--- config.mk ---
export PLATFORM = sky130hd
export DESIGN_NAME = dmem_bridge_flat
export DESIGN_NICKNAME = d
export VERILOG_FILES = /design/src/rtl/dmem_pkg.sv /design/src/rtl/dmem_bridge_if.sv /design/src/rtl/dmem_bridge_load_ext.sv /design/src/rtl/dmem_bridge.sv /design/src/flat_wrapper.sv
export SDC_FILE = /design/constraint.sdc
export NUM_CORES = 1
export LEC_CHECK = 0
export BUFFER_PORTS_ARGS = -buffer_cell sky130_fd_sc_hd__buf_2
export CORE_MARGIN = 3
export CORE_UTILIZATION = 50
export DETAILED_ROUTE_END_ITERATION = 10
export PLACE_DENSITY = 0.88
export SYNTH_ARGS = -nofsm -noshare
export SYNTH_HDL_FRONTEND = slang
export SYNTH_SLANG_ARGS = --single-unit
--- constraint.sdc ---
create_clock -name clk -period 2.9 [get_ports clk]
set_clock_uncertainty 0.05 [all_clocks]
set_input_delay 0 -clock clk [delete_from_list [all_inputs] [get_ports clk]]
set_output_delay 0 -clock clk [all_outputs]
set_load 0.05 [all_outputs]
--- src/rtl/dmem_pkg.sv ---
// dmem_pkg: shared state encoding, access-size codes and default timeout for the data-memory bridge
package dmem_pkg;
    typedef enum logic [1:0] {S_IDLE, S_REQ, S_WAIT, S_DONE} state_t;
    localparam logic [2:0] F3_B  = 3'b000;
    localparam logic [2:0] F3_H  = 3'b001;
    localparam logic [2:0] F3_W  = 3'b010;
    localparam logic [2:0] F3_BU = 3'b100;
    localparam logic [2:0] F3_HU = 3'b101;
    localparam int DEFAULT_TIMEOUT = 255;
    function automatic logic f3_legal(input logic [2:0] f3);
        return f3 inside {F3_B, F3_H, F3_W, F3_BU, F3_HU};
    endfunction
endpackage

--- src/rtl/dmem_bridge_if.sv ---
// dmem_bridge_if: word-addressed memory bus between the bridge (master) and the memory (slave)
interface dmem_bridge_if;
    logic        req;
    logic        we;
    logic [31:0] addr;
    logic [31:0] wdata;
    logic [3:0]  be;
    logic        gnt;
    logic        rvalid;
    logic [31:0] rdata;
    modport master (output req, we, addr, wdata, be, input gnt, rvalid, rdata);
    modport slave  (input req, we, addr, wdata, be, output gnt, rvalid, rdata);
endinterface

--- src/rtl/dmem_bridge_load_ext.sv ---
// load_ext: selects the addressed byte/halfword of a bus word and sign- or zero-extends it
module load_ext
    import dmem_pkg::*;
(
    input  logic [31:0] data,
    input  logic [1:0]  off,
    input  logic [2:0]  funct3,
    output logic [31:0] ext
);
    logic [7:0]  b;
    logic [15:0] h;
    assign b = data[{off, 3'b000} +: 8];
    assign h = off[1] ? data[31:16] : data[15:0];
    assign ext = funct3 == F3_B  ? {{24{b[7]}}, b} :
                 funct3 == F3_BU ? {24'b0, b} :
                 funct3 == F3_H  ? {{16{h[15]}}, h} :
                 funct3 == F3_HU ? {16'b0, h} : data;
endmodule

--- src/rtl/dmem_bridge.sv ---
// dmem_bridge: turns core load/store requests into lane-positioned word bus accesses,
// stalling the core until the access completes, errors out or times out.
module dmem_bridge
    import dmem_pkg::*;
#(
    parameter int TIMEOUT = DEFAULT_TIMEOUT
) (
    input  logic                clk,
    input  logic                rst,
    input  logic [31:0]         mem_addr,
    input  logic [31:0]         mem_wdata,
    input  logic                mem_read,
    input  logic                mem_write,
    input  logic [2:0]          mem_funct3,
    output logic [31:0]         mem_rdata,
    output logic                stall,
    output logic                err,
    dmem_bridge_if.master       bus
);
    state_t      state_q, state_d;
    logic        req_q, req_d, we_q, we_d, terr_q, terr_d;
    logic [31:0] addr_q, addr_d, wdata_q, wdata_d, rdata_q, rdata_d;
    logic [3:0]  be_q, be_d;
    logic [1:0]  off_q, off_d;
    logic [2:0]  f3_q, f3_d;
    logic [7:0]  cnt_q, cnt_d;
    logic [8:0]  cnt_inc;
    logic        expired, misaligned, bad, go;
    logic [3:0]  lane_be;
    logic [31:0] lane_wdata, ext;

    assign misaligned = (mem_funct3[1:0] == 2'b01 && mem_addr[0]) ||
                        (mem_funct3[1:0] == 2'b10 && mem_addr[1:0] != 2'b00);
    assign bad = !f3_legal(mem_funct3) || misaligned || (mem_read && mem_write);
    assign go = (mem_read ^ mem_write) && !bad;
    assign lane_be = mem_funct3[1:0] == 2'b00 ? 4'b0001 << mem_addr[1:0] :
                     mem_funct3[1:0] == 2'b01 ? (mem_addr[1] ? 4'b1100 : 4'b0011) : 4'b1111;
    assign lane_wdata = mem_funct3[1:0] == 2'b00 ? {4{mem_wdata[7:0]}} :
                        mem_funct3[1:0] == 2'b01 ? {2{mem_wdata[15:0]}} : mem_wdata;
    assign cnt_inc = {1'b0, cnt_q} + 9'd1;
    assign expired = cnt_inc >= 9'(TIMEOUT);

    load_ext u_load_ext (.data(rdata_q), .off(off_q), .funct3(f3_q), .ext(ext));

    always_comb begin
        state_d = state_q;
        req_d   = req_q;
        we_d    = we_q;
        addr_d  = addr_q;
        wdata_d = wdata_q;
        be_d    = be_q;
        off_d   = off_q;
        f3_d    = f3_q;
        rdata_d = rdata_q;
        cnt_d   = cnt_q;
        terr_d  = terr_q;
        case (state_q)
            S_IDLE: if (go) begin
                state_d = S_REQ;
                req_d   = 1'b1;
                we_d    = mem_write;
                addr_d  = {mem_addr[31:2], 2'b00};
                wdata_d = lane_wdata;
                be_d    = lane_be;
                off_d   = mem_addr[1:0];
                f3_d    = mem_funct3;
                cnt_d   = '0;
                terr_d  = 1'b0;
            end
            S_REQ: begin
                cnt_d = cnt_inc[7:0];
                if (bus.gnt) begin
                    req_d   = 1'b0;
                    state_d = (we_q || bus.rvalid) ? S_DONE : S_WAIT;
                    rdata_d = (!we_q && bus.rvalid) ? bus.rdata : rdata_q;
                end else if (expired) begin
                    req_d   = 1'b0;
                    state_d = S_DONE;
                    terr_d  = 1'b1;
                end
            end
            S_WAIT: begin
                cnt_d = cnt_inc[7:0];
                if (bus.rvalid) begin
                    state_d = S_DONE;
                    rdata_d = bus.rdata;
                end else if (expired) begin
                    state_d = S_DONE;
                    terr_d  = 1'b1;
                end
            end
            default: begin
                state_d = S_IDLE;
                terr_d  = 1'b0;
            end
        endcase
    end

    always_ff @(posedge clk or negedge rst) begin
        if (!rst) begin
            state_q <= S_IDLE;
            req_q   <= 1'b0;
            we_q    <= 1'b0;
            addr_q  <= '0;
            wdata_q <= '0;
            be_q    <= '0;
            off_q   <= '0;
            f3_q    <= '0;
            rdata_q <= '0;
            cnt_q   <= '0;
            terr_q  <= 1'b0;
        end else begin
            state_q <= state_d;
            req_q   <= req_d;
            we_q    <= we_d;
            addr_q  <= addr_d;
            wdata_q <= wdata_d;
            be_q    <= be_d;
            off_q   <= off_d;
            f3_q    <= f3_d;
            rdata_q <= rdata_d;
            cnt_q   <= cnt_d;
            terr_q  <= terr_d;
        end
    end

    assign bus.req   = req_q;
    assign bus.we    = we_q;
    assign bus.addr  = addr_q;
    assign bus.wdata = wdata_q;
    assign bus.be    = be_q;
    assign stall     = state_q == S_REQ || state_q == S_WAIT || (state_q == S_IDLE && go);
    // Rejected accesses flag err in the request cycle; timeouts flag it in DONE.
    assign err = rst && ((state_q == S_IDLE && (mem_read || mem_write) && bad) ||
                         (state_q == S_DONE && terr_q));
    assign mem_rdata = (state_q == S_DONE && !terr_q && !we_q) ? ext : '0;
endmodule

--- src/flat_wrapper.sv ---
// flat-port wrapper written by rule: the top's interface ports become plain ports
module dmem_bridge_flat import dmem_pkg::*;
#(
    parameter int TIMEOUT = DEFAULT_TIMEOUT
)
  (clk, rst, mem_addr, mem_wdata, mem_read, mem_write, mem_funct3, mem_rdata, stall, err, bus_req, bus_we, bus_addr, bus_wdata, bus_be, bus_gnt, bus_rvalid, bus_rdata);
  dmem_bridge_if bus_i ();
  input  logic clk;
  input  logic rst;
  input  logic [31:0] mem_addr;
  input  logic [31:0] mem_wdata;
  input  logic mem_read;
  input  logic mem_write;
  input  logic [2:0] mem_funct3;
  output logic [31:0] mem_rdata;
  output logic stall;
  output logic err;
  output wire logic [$bits(bus_i.req)-1:0] bus_req;
  output wire logic [$bits(bus_i.we)-1:0] bus_we;
  output wire logic [$bits(bus_i.addr)-1:0] bus_addr;
  output wire logic [$bits(bus_i.wdata)-1:0] bus_wdata;
  output wire logic [$bits(bus_i.be)-1:0] bus_be;
  input wire logic [$bits(bus_i.gnt)-1:0] bus_gnt;
  input wire logic [$bits(bus_i.rvalid)-1:0] bus_rvalid;
  input wire logic [$bits(bus_i.rdata)-1:0] bus_rdata;
  assign bus_req = bus_i.req;
  assign bus_we = bus_i.we;
  assign bus_addr = bus_i.addr;
  assign bus_wdata = bus_i.wdata;
  assign bus_be = bus_i.be;
  assign bus_i.gnt = bus_gnt;
  assign bus_i.rvalid = bus_rvalid;
  assign bus_i.rdata = bus_rdata;
  dmem_bridge #(.TIMEOUT(TIMEOUT)) u_core (.clk(clk), .rst(rst), .mem_addr(mem_addr), .mem_wdata(mem_wdata), .mem_read(mem_read), .mem_write(mem_write), .mem_funct3(mem_funct3), .mem_rdata(mem_rdata), .stall(stall), .err(err), .bus(bus_i));
endmodule
==> flow_metrics.env <==
export IMPL_outcome="finished clean"
export IMPL_routedWlPerCell_um=19.5
export IMPL_fillCellCount=663
export IMPL_routed_wl_um=19400
export IMPL_dieArea_sq_um=13000
export IMPL_crit_arrival_ps=2650
export IMPL_ios=209
export IMPL_syn_instance_count=533
export IMPL_overflow=0
export IMPL_max_cap_violations=0
export IMPL_root_buffer="clkbuf_16"
export IMPL_cts_clk_slew_worst_paths_ps=50
export IMPL_max_slew_margin=0.317
export IMPL_die_h_um=114
export IMPL_placed_cell_area_sq_um=6960
export IMPL_grt_max_degree=62
export IMPL_worstMarginPinSlew_ps=1020
export IMPL_ant_nets=0
export IMPL_p_leak_nw=4.22
export IMPL_gp_congestion=0.889
export IMPL_synthFlopType="dfrtp_1"
export IMPL_yosysMostFrequentCell="dfrtp_1"
export IMPL_fin_setup_tns_ps=0
export IMPL_cts_tree="yes"
export IMPL_cp_max_fo=13
export IMPL_grt_pass1_vias=6089
export IMPL_power_frac_comb=0.491
export IMPL_clockBufferDepth=2
export IMPL_placedCellCount=853
export IMPL_syn_cell_area_sq_um=5840
export IMPL_synthTopCellsByCount="dfrtp_1 (116), nand2_1 (58), o21ai_0 (47)"
export IMPL_port_buffers=206
export IMPL_drt_pass1_iterations=5
export IMPL_async_flop_share=1.00
export IMPL_die_w_um=114
export IMPL_clk_latency_ps=410
export IMPL_final_instance_count_excl_fill=990
export IMPL_fin_crit_ps=2700
export IMPL_hold_path_depth=4
export IMPL_setup_worst_path_start_class="flop"
export IMPL_regToRegStartpoint="u_core.cnt_q[0]"
export IMPL_grt_pass1_wl_um=31100
export IMPL_drive_above_1_share=0.344
export IMPL_crit_type="reg -> out"
export IMPL_timing_fmax_mhz=370
export IMPL_initial_core_util=0.525
export IMPL_worst_r2r_endpoint="u_core.bus.req"
export IMPL_track_usage=0.308
export IMPL_area_delta_synth_final_pct=47.9
export IMPL_yosys_area_share_simple=0.0862
export IMPL_crit_required_ps=2850
export IMPL_drt_iter0_drc=509
export IMPL_nets=953
export IMPL_rsz0062_at_grt="no"
export IMPL_synth_area_per_cell_sq_um=11.0
export IMPL_synthMuxAreaShare=0.226
export IMPL_cts_htree_levels=4
export IMPL_final_area_sq_um=8640
export IMPL_hold_viol=0
export IMPL_cellPowerDensity_nw_per_um2=1190
export IMPL_min_from="mem_funct3[0]"
export IMPL_critPathCaptureType="output pin"
export IMPL_switchingPower_mw=4.93
export IMPL_period_share=0.931
export IMPL_hold_end="u_core.f3_q[0]"
export IMPL_finalSetupViolCount=0
export IMPL_clock_sinks=116
export IMPL_ys_seq_elements=116
export IMPL_postCtsSetupBuffers=0
export IMPL_pwr_share_clk=0.211
export IMPL_r2r_setup_slack_ps=830
export IMPL_synth_top_family_by_area="multiplexers"
export IMPL_seq_area_frac_synth=0.497
export IMPL_viasPerCell=5.74
export IMPL_slew_violations=0
export IMPL_fp_coreArea_sq_um=11100
export IMPL_synth_adder_area_share=0.0193
export IMPL_ys_types=51
export IMPL_ir_drop_mv=0.869
export IMPL_seqPwrFrac=0.298
export IMPL_synth_top_cell_by_area="dfrtp_1"
export IMPL_worstHoldPathType="in -> reg"
export IMPL_antenna_cells=0
export IMPL_synth_xor_xnor_area_share=0.00150
export IMPL_grt_antenna_before_repair=0
export IMPL_synth_compound_area_frac=0.133
export IMPL_synth_top_cell_area_share=0.497
export IMPL_drc_errors=0
export IMPL_swShare=0.478
export IMPL_p_int_mw=5.38
export IMPL_cts_buffers=17
export IMPL_dp_hpwl_um=11500
export IMPL_yosysWarningCount=0
export IMPL_synth_area_leaders="dfrtp_1 (50%), mux2_1 (7.1%), mux2_2 (7.1%)"
export IMPL_worst_r2r_cell_count=6
export IMPL_vias=5678
export IMPL_num_rows=38
export IMPL_synth_edf_count=0
## power by group through the flow
stage	registers (mW)	clock network, mW	logic, mW
floorplan	4.49	0	2.12
global placement	2.96	0	4.72
detailed placement	3.02	0	4.84
CTS	3.01	2.18	4.97
global route	3.16	2.27	5.37
finish	3.07	2.17	5.06
## cell families after synthesis
family,after synthesis
adders and majority gates,9
xor gates and xnor gates,1
other,1
AOI/OAI and AO/OA,134
muxes,114
DFF,116
and+or+nand+nor,112
buffers and inverters,46
## area by class of cell
| cell class | count | area, sq um | area share |
|---|---|---|---|
| flip-flops and latches | 116 | 2900 | 0.336 |
| well taps | 140 | 175 | 0.0203 |
| clock inverters | 11 | 160 | 0.0185 |
| repair buffers | 320 | 2170 | 0.251 |
| clock buffers | 19 | 443 | 0.0513 |
| multi-input cells | 372 | 2740 | 0.317 |
| inverters | 12 | 45.0 | 0.00522 |
## worst max path at each step
stage          slack [ps]       startpoint       endpoint
6_report              200  u_core.off_q[1]  mem_rdata[15]
3_3_place_gp          770  u_core.off_q[1]  mem_rdata[15]
5_1_grt               110  u_core.off_q[1]  mem_rdata[31]
2_1_floorplan         420   u_core.f3_q[0]   mem_rdata[6]
4_1_cts               220  u_core.off_q[1]  mem_rdata[15]
3_5_place_dp          680  u_core.off_q[1]  mem_rdata[15]
## metal layers
metal  global-route usage  share of wire  vias to the layer above
met1                0.354           0.37                     2750
li1                     -              -                     2515
met4                0.135          0.032                        0
met3               0.0904          0.092                       59
met2                0.535           0.50                      354
met5                    0              0                        -
## sequential cells by signal, summed over array words and instances (netlist names)
signal            count
u_core.bus.be         4
u_core.cnt_q          8
u_core.f3_q           3
u_core.bus.we         1
u_core.bus.addr      30
u_core.rdata_q       32
u_core.bus.wdata     32
u_core.off_q          2
u_core.bus.req        1
u_core.state_q        2
u_core.terr_q         1
## cells in the final DEF (no fill, tap or decap), drive strengths merged, types with 2 or more instances in the layout
cell type    netlist  final
a21oi             35     35
a31oi             10     10
clkbuf            14     19
conb               1      2
a21o               2      2
buf               20    213
bufinv             0      4
or2                2      2
dfrtp            116    116
mux2i             33     33
clkinv             0      5
and2               4      4
ha                 9      9
a211oi             7      7
o31ai              6      6
nor2              28     28
nand2b             3      3
clkinvlp           0      2
nor2b              5      5
inv               12     12
mux4               7      7
o21ai             59     59
o22ai              3      3
nand2             59     59
nand3              3      3
mux2              74     74
dlygate4sd3        0    107
## critical path, cell delays in order (launching register included)
cell and delay (ps):
dfrtp_1 710, mux2i_1 300, mux2_2 210, nor2_1 40, o21bai_1 570, nor2_1 150, buf_2 250
## metrics by stage
stage	setup slack, ps	util	total power [mW]	hold WS, ps
2_1_floorplan	421	-	6.61	-346
3_3_place_gp	774	0.626	7.68	0.0393
3_5_place_dp	683	0.626	7.85	15.4
4_1_cts	219	0.776	10.2	63.7
5_1_grt	110	0.776	10.8	102
6_report	200	0.776	10.3	99.9
## what timing repair did
| item | 4_1_cts | 5_1_grt |
|---|---|---|
| endpoints found under the setup margin | 0 | 0 |
| resized for setup | 0 | 0 |
| hold buffers | 107 | 0 |
| endpoints found under the hold margin | 149 | 0 |
No activity file was read; power rests on OpenSTA's default activity.
